==> config.mk <==
export PLATFORM = sky130hd
export DESIGN_NAME = pipeline_hazard_ctrl
export DESIGN_NICKNAME = d
export VERILOG_FILES = /design/src/rtl/pipe_pkg.sv /design/src/rtl/hazard_perf_counter.sv /design/src/rtl/pipeline_hazard_ctrl.sv
export SDC_FILE = /design/constraint.sdc
export NUM_CORES = 1
export LEC_CHECK = 0
export ABC_CLOCK_PERIOD_IN_PS = 1000
export CAP_MARGIN = 20
export CORE_MARGIN = 1.5
export CORE_UTILIZATION = 36
export DETAILED_ROUTE_END_ITERATION = 16
export GPL_ROUTABILITY_DRIVEN = 0
export PLACE_DENSITY = 0.75
export SYNTH_ARGS = -nofsm -noshare
export SYNTH_HDL_FRONTEND = slang
export SYNTH_SLANG_ARGS = --single-unit
==> constraint.sdc <==
create_clock -name clk -period 1 [get_ports clk]
set_input_delay 0.15 -clock clk [delete_from_list [all_inputs] [get_ports clk]]
set_output_delay 0.15 -clock clk [all_outputs]
set_load 0.01 [all_outputs]
==> src/rtl/pipe_pkg.sv <==
// Shared types and defaults for the pipeline hazard/flush controller.
package pipe_pkg;

   typedef enum logic [1:0] {
      RUN      = 2'd0,
      LD_STALL = 2'd1,
      BR_FLUSH = 2'd2
   } hz_state_t;

   localparam int ZERO_REG          = 0;
   localparam int DEF_PC_WIDTH      = 15;
   localparam int DEF_REGADDR_WIDTH = 4;

endpackage

==> src/rtl/hazard_perf_counter.sv <==
// Saturating 16-bit event counter with synchronous clear; only built with HAZARD_PERF_CNT_EN.
`ifdef HAZARD_PERF_CNT_EN
module hazard_perf_counter (
   input  logic        clk,
   input  logic        reset_n,
   input  logic        clr,
   input  logic        inc,
   output logic [15:0] count
);

   logic [15:0] count_q, count_d;

   always_comb begin
      count_d = count_q;
      if (clr) begin
         count_d = '0;
      end else if (inc && (count_q != 16'hFFFF)) begin
         count_d = count_q + 16'd1;
      end
   end

   always_ff @(posedge clk or negedge reset_n) begin
      if (!reset_n) begin
         count_q <= '0;
      end else begin
         count_q <= count_d;
      end
   end

   assign count = count_q;

endmodule
`endif

==> src/rtl/pipeline_hazard_ctrl.sv <==
// Load-use stall and taken-branch flush controller for the IF/ID and ID/EX registers.
// Optional build macro HAZARD_PERF_CNT_EN adds stall/flush performance counters.
module pipeline_hazard_ctrl
   import pipe_pkg::*;
#(
   parameter int PC_WIDTH          = DEF_PC_WIDTH,
   parameter int REGADDR_WIDTH     = DEF_REGADDR_WIDTH,
   parameter int LOAD_STALL_CYCLES = 1,
   parameter int FLUSH_CYCLES      = 2
) (
   input  logic                     clk,
   input  logic                     reset_n,
   input  logic [REGADDR_WIDTH-1:0] id_rs,
   input  logic [REGADDR_WIDTH-1:0] id_rt,
   input  logic                     id_uses_rs,
   input  logic                     id_uses_rt,
   input  logic                     ex_mem_read,
   input  logic [REGADDR_WIDTH-1:0] ex_rt,
   input  logic                     ex_branch,
   input  logic                     ex_branch_taken,
   input  logic [PC_WIDTH-1:0]      ex_branch_target,
   output logic                     pc_stall,
   output logic                     if_id_stall,
   output logic                     if_id_flush,
   output logic                     id_ex_flush,
   output logic                     pc_redirect,
   output logic [PC_WIDTH-1:0]      pc_redirect_target,
   output logic                     busy
`ifdef HAZARD_PERF_CNT_EN
   ,
   input  logic                     perf_clr,
   output logic [15:0]              perf_stall_cnt,
   output logic [15:0]              perf_flush_cnt
`endif
);

   localparam logic [2:0] LD_RELOAD = 3'(LOAD_STALL_CYCLES - 1);
   localparam logic [2:0] FL_RELOAD = 3'(FLUSH_CYCLES - 1);

   hz_state_t             state_q, state_d;
   logic [2:0]            cnt_q, cnt_d;
   logic [PC_WIDTH-1:0]   target_q, target_d;
   logic                  load_use, br_take;
   logic                  stall, flush_if, flush_ex, redirect;

   assign load_use = ex_mem_read && (ex_rt != REGADDR_WIDTH'(ZERO_REG)) &&
                     ((id_uses_rs && (id_rs == ex_rt)) || (id_uses_rt && (id_rt == ex_rt)));
   assign br_take  = ex_branch && ex_branch_taken;

   // NOTE: every always_comb output gets a default first so no path leaves it unassigned (no latch).
   always_comb begin
      state_d  = state_q;
      cnt_d    = cnt_q;
      target_d = target_q;
      stall    = 1'b0;
      flush_if = 1'b0;
      flush_ex = 1'b0;
      redirect = 1'b0;
      // The branch in EX is older than anything in ID, so it overrides every state.
      if (br_take) begin
         redirect = 1'b1;
         flush_if = 1'b1;
         flush_ex = 1'b1;
         target_d = ex_branch_target;
         if (FLUSH_CYCLES > 1) begin
            state_d = BR_FLUSH;
            cnt_d   = FL_RELOAD;
         end else begin
            state_d = RUN;
            cnt_d   = '0;
         end
      end else begin
         unique case (state_q)
            RUN: begin
               if (load_use) begin
                  stall    = 1'b1;
                  flush_ex = 1'b1;
                  if (LOAD_STALL_CYCLES > 1) begin
                     state_d = LD_STALL;
                     cnt_d   = LD_RELOAD;
                  end
               end
            end
            LD_STALL: begin
               stall    = 1'b1;
               flush_ex = 1'b1;
               cnt_d    = cnt_q - 3'd1;
               if (cnt_q == 3'd1) state_d = RUN;
            end
            BR_FLUSH: begin
               flush_if = 1'b1;
               flush_ex = 1'b1;
               cnt_d    = cnt_q - 3'd1;
               if (cnt_q == 3'd1) state_d = RUN;
            end
            default: begin
               state_d = RUN;
               cnt_d   = '0;
            end
         endcase
      end
   end

   // NOTE: sequential state uses non-blocking assignments so all flops update from pre-edge values.
   always_ff @(posedge clk or negedge reset_n) begin
      if (!reset_n) begin
         state_q  <= RUN;
         cnt_q    <= '0;
         target_q <= '0;
      end else begin
         state_q  <= state_d;
         cnt_q    <= cnt_d;
         target_q <= target_d;
      end
   end

   // Outputs are combinational on live inputs, so reset must mask them directly.
   assign pc_stall           = reset_n && stall;
   assign if_id_stall        = reset_n && stall;
   assign if_id_flush        = reset_n && flush_if;
   assign id_ex_flush        = reset_n && flush_ex;
   assign pc_redirect        = reset_n && redirect;
   assign pc_redirect_target = (reset_n && redirect) ? ex_branch_target : target_q;
   assign busy               = (state_q != RUN);

   always_ff @(posedge clk) begin
      assert ((LOAD_STALL_CYCLES >= 1) && (LOAD_STALL_CYCLES <= 7) &&
              (FLUSH_CYCLES >= 1) && (FLUSH_CYCLES <= 7))
         else $error("pipeline_hazard_ctrl: cycle-count parameter outside 1..7");
   end

`ifdef HAZARD_PERF_CNT_EN
   hazard_perf_counter u_stall_cnt (
      .clk     (clk),
      .reset_n (reset_n),
      .clr     (perf_clr),
      .inc     (pc_stall),
      .count   (perf_stall_cnt)
   );

   hazard_perf_counter u_flush_cnt (
      .clk     (clk),
      .reset_n (reset_n),
      .clr     (perf_clr),
      .inc     (if_id_flush),
      .count   (perf_flush_cnt)
   );
`endif

endmodule
==> impl_metrics.xml <==
<?xml version="1.0" encoding="UTF-8"?>
<metrics>
  <group name="outcome">
    <metric name="run_status" unit="">complete, but fails checks</metric>
    <metric name="violations" unit="">negative setup slack</metric>
  </group>
  <group name="worst_setup_path">
    <metric name="setup.worst_path.end_class" unit="">primary output</metric>
    <metric name="critical_path.max_fanout" unit="">3</metric>
    <metric name="timing.critical_path.from_type" unit="">flip-flop</metric>
    <metric name="critical_path_class" unit="">flip-flop to primary output</metric>
    <metric name="critPathArrivalTime" unit="ns">1.27</metric>
    <metric name="required_time_of_the_critical_path" unit="ns">0.85</metric>
  </group>
  <group name="detailed_routing">
    <metric name="wl" unit="um">3090</metric>
    <metric name="route.detailed.vias_per_inst" unit="">4.51</metric>
    <metric name="dr_total_vias" unit="">1105</metric>
    <metric name="drc" unit="">0</metric>
    <metric name="first_iter_violations" unit="">36</metric>
    <metric name="drt_first_pass_iters" unit="">4</metric>
    <metric name="postRouteAntennaNets" unit="">0</metric>
    <metric name="routed_wl_per_cell" unit="um">12.6</metric>
  </group>
  <group name="floorplan">
    <metric name="fp-row-count" unit="">20</metric>
    <metric name="die_h" unit="um">59.1</metric>
    <metric name="fp.dieArea" unit="um2">3500</metric>
    <metric name="coreArea" unit="um2">3030</metric>
    <metric name="starting_density_of_the_core" unit="%">37.5</metric>
    <metric name="fp.dieW" unit="um">59.1</metric>
    <metric name="top_level_ports" unit="">55</metric>
  </group>
  <group name="placed_design">
    <metric name="placed_cells" unit="">222</metric>
    <metric name="port_buffers" unit="">54</metric>
    <metric name="dpl.hpwl" unit="um">2230</metric>
  </group>
  <group name="power">
    <metric name="p_per_area" unit="nW/um2">1450</metric>
    <metric name="max_ir_drop_vdd" unit="mV">0.651</metric>
    <metric name="leakagePower" unit="nW">1.06</metric>
    <metric name="total_power" unit="mW">2.91</metric>
  </group>
  <group name="global_routing">
    <metric name="overflow" unit="">0</metric>
    <metric name="grt_max_degree" unit="">18</metric>
    <metric name="antenna_found_initial" unit="">0</metric>
    <metric name="vias_in_the_first_global_route" unit="">1045</metric>
    <metric name="grt_first_pass_wirelength" unit="um">4890</metric>
    <metric name="grt_use_total" unit="%">18.2</metric>
  </group>
  <group name="sta">
    <metric name="max_slew_margin" unit="%">79.4</metric>
    <metric name="final_setup_fails" unit="">21</metric>
    <metric name="hold_viol" unit="">0</metric>
    <metric name="maxSlewViolCount" unit="">0</metric>
    <metric name="finalCriticalPeriod" unit="ns">1.42</metric>
    <metric name="tightestPinTransition" unit="ns">0.306</metric>
    <metric name="setup_slack" unit="ns">-0.417</metric>
    <metric name="highest_attainable_clock_frequency" unit="MHz">706</metric>
    <metric name="setup_repair_after_global_routing_missed_its_margin" unit="">yes</metric>
    <metric name="fin_worst_skew" unit="ns">0.000207</metric>
    <metric name="timing.final.crit_share" unit="%">142</metric>
  </group>
  <group name="cells_and_area">
    <metric name="n_fill_cell" unit="">230</metric>
    <metric name="num_antenna_cells" unit="">0</metric>
    <metric name="final_layout_size_suffix_gt1_share" unit="%">45.3</metric>
    <metric name="finish.net_count" unit="">238</metric>
    <metric name="layoutNonFillerInstCount" unit="">245</metric>
    <metric name="area_growth" unit="%">77.0</metric>
  </group>
  <group name="yosys">
    <metric name="mappedNetlistArea" unit="um2">1130</metric>
    <metric name="synth.largest_area_cell" unit="">sky130_fd_sc_hd__dfrtp_1</metric>
    <metric name="yosys.cell_count.top_type" unit="">sky130_fd_sc_hd__nand2_1</metric>
    <metric name="syn_avg_cell_area" unit="um2">9.38</metric>
    <metric name="netlist_instances" unit="">121</metric>
    <metric name="dominantRegCellSynth" unit="">sky130_fd_sc_hd__dfrtp_1</metric>
    <metric name="leading_cell_types_by_total_area_after_synthesis" unit="">sky130_fd_sc_hd__dfrtp_1, sky130_fd_sc_hd__nand2_1, sky130_fd_sc_hd__mux2_4</metric>
    <metric name="synth.net_count" unit="">157</metric>
    <metric name="synth-edff-count" unit="">0</metric>
    <metric name="synth_commonest_cells" unit="">sky130_fd_sc_hd__nand2_1, sky130_fd_sc_hd__dfrtp_1, sky130_fd_sc_hd__mux2_4</metric>
    <metric name="async_reset_ff_share" unit="%">100</metric>
    <metric name="netlist.area_leader.share" unit="%">41.9</metric>
    <metric name="post_synth_num_cell_types" unit="">24</metric>
    <metric name="postSynthRegisterBits" unit="">19</metric>
    <metric name="yosysWarningCount" unit="">0</metric>
    <metric name="ys_seq_area_share" unit="%">41.9</metric>
  </group>
  <group name="clock_network">
    <metric name="cts_hold_repair.buffers" unit="">0</metric>
    <metric name="cts.clk_slew.worst_paths" unit="ns">0.11</metric>
    <metric name="cts_root_buffer" unit="">sky130_fd_sc_hd__clkbuf_4</metric>
    <metric name="cts_htree_levels" unit="">1</metric>
    <metric name="cts-buffers-inserted" unit="">3</metric>
    <metric name="clock_sinks" unit="">19</metric>
    <metric name="max-clock-path-buffers" unit="">2</metric>
    <metric name="cts_tree" unit="">built</metric>
    <metric name="worstSkewPairLatency" unit="ns">0.28</metric>
  </group>
  <group name="run">
    <metric name="max_cap_viols" unit="">0</metric>
  </group>
  <group name="min_path">
    <metric name="class_of_the_most_critical_hold_timing_path" unit="">primary input to asynchronous set/reset pin</metric>
  </group>
</metrics>
cell families (layout without fill, tap and decap cells):
| kind of cell | after synthesis | count (layout) | share of synthesized area (%) |
|---|---|---|---|
| adder cells (fa/ha/maj) | 2 | 2 | 2.20 |
| multiplexers | 15 | 15 | 17.9 |
| XOR/XNOR | 10 | 10 | 7.72 |
| AND/OR/NAND/NOR | 61 | 62 | 22.9 |
| flip-flops | 19 | 19 | 41.9 |
| buffers and inverters | 10 | 89 | 4.52 |
| AO/OA/AOI/OAI | 4 | 4 | 2.87 |
power by group:
part	internal, mW	switching (mW)
Sequential	0.921	0.0859
Clock	0.148	0.226
Combinational	0.918	0.606
registers in the layout (all words and copies together), names as in the netlist:
name	flops
state_q	1
target_q	15
cnt_q	3
final cells by class:
cell class                 instances  area, um2  area share (%)
clock buffer                       3       22.5            1.12
clock inverter                     1       5.00           0.249
inverter                           4       15.0           0.748
multi-input combinational         93        693            34.5
sequential                        19        475            23.7
tap                               44       55.1            2.74
timing repair buffer              81        742            36.9
placed cells by master, fill, tap and decap left out, types with 2 or more instances in the layout:
cell type / instances
sky130_fd_sc_hd__mux2_4: 15
sky130_fd_sc_hd__clkbuf_4: 3
sky130_fd_sc_hd__buf_12: 2
sky130_fd_sc_hd__buf_4: 22
sky130_fd_sc_hd__dfrtp_1: 19
sky130_fd_sc_hd__a211oi_2: 2
sky130_fd_sc_hd__clkbuf_2: 2
sky130_fd_sc_hd__nand2_1: 49
sky130_fd_sc_hd__xnor2_1: 2
sky130_fd_sc_hd__clkdlybuf4s50_1: 17
sky130_fd_sc_hd__ha_1: 2
sky130_fd_sc_hd__inv_1: 4
sky130_fd_sc_hd__nand4_1: 2
sky130_fd_sc_hd__buf_2: 10
sky130_fd_sc_hd__dlygate4sd2_1: 3
sky130_fd_sc_hd__buf_6: 23
sky130_fd_sc_hd__nor2_2: 2
sky130_fd_sc_hd__nand2_8: 2
sky130_fd_sc_hd__xor2_1: 6
final timing paths:
path,depth (start not counted),slack [ns],end,startpoint
min in group clk,4,0.25,state_q[1]$_DFFE_PN0P_,ex_branch_taken
max reg2reg,5,-0.05,cnt_q[2]$_DFFE_PN0N_,state_q[1]$_DFFE_PN0P_
max in group asynchronous,4,0.70,cnt_q[0]$_DFFE_PN0N_,reset_n
min reg2reg,2,0.49,target_q[8]$_DFFE_PN0P_,target_q[8]$_DFFE_PN0P_
min,3,0.06,target_q[8]$_DFFE_PN0P_,reset_n
max,4,-0.42,id_ex_flush,state_q[1]$_DFFE_PN0P_
critical path, cell delays in order, from the launching register on:
cell and delay (ns):
sky130_fd_sc_hd__dfrtp_1 0.41, sky130_fd_sc_hd__buf_6 0.13, sky130_fd_sc_hd__o21a_1 0.17, sky130_fd_sc_hd__nand3b_1 0.14, sky130_fd_sc_hd__buf_2 0.14
metrics by stage:
stage          utilization [%]  setup slack [ns]  instance area (um2)  TNS [ns]  hold WS [ns]
6_report                  66.3            -0.417                 2010     -4.98        0.0556
5_1_grt                   66.3            -0.501                 2010     -5.91        0.0596
4_1_cts                   63.6            -0.421                 1920     -5.06        0.0461
3_5_place_dp              58.6             -1.16                 1770    -22.69         0.458
3_3_place_gp              58.6             -1.09                 1770    -22.20         0.455
2_1_floorplan                -            -0.244                 1150    -0.478        -0.146
metal layers:
metal,track usage (%),share of wire (%),vias to the layer above
li1,-,-,549
met1,23.6,42,529
met2,31.7,53,27
met3,3.71,5.4,0
met4,2.92,0,0
met5,0,0,-
what timing repair did:
action,in CTS,in global routing
pin swaps,16,8
gates resized for setup,166,9
endpoints found under the setup margin,22,24
gates cloned,1,0
buffers inserted,9,10
Note: power is estimated with default switching activity, not from simulation.
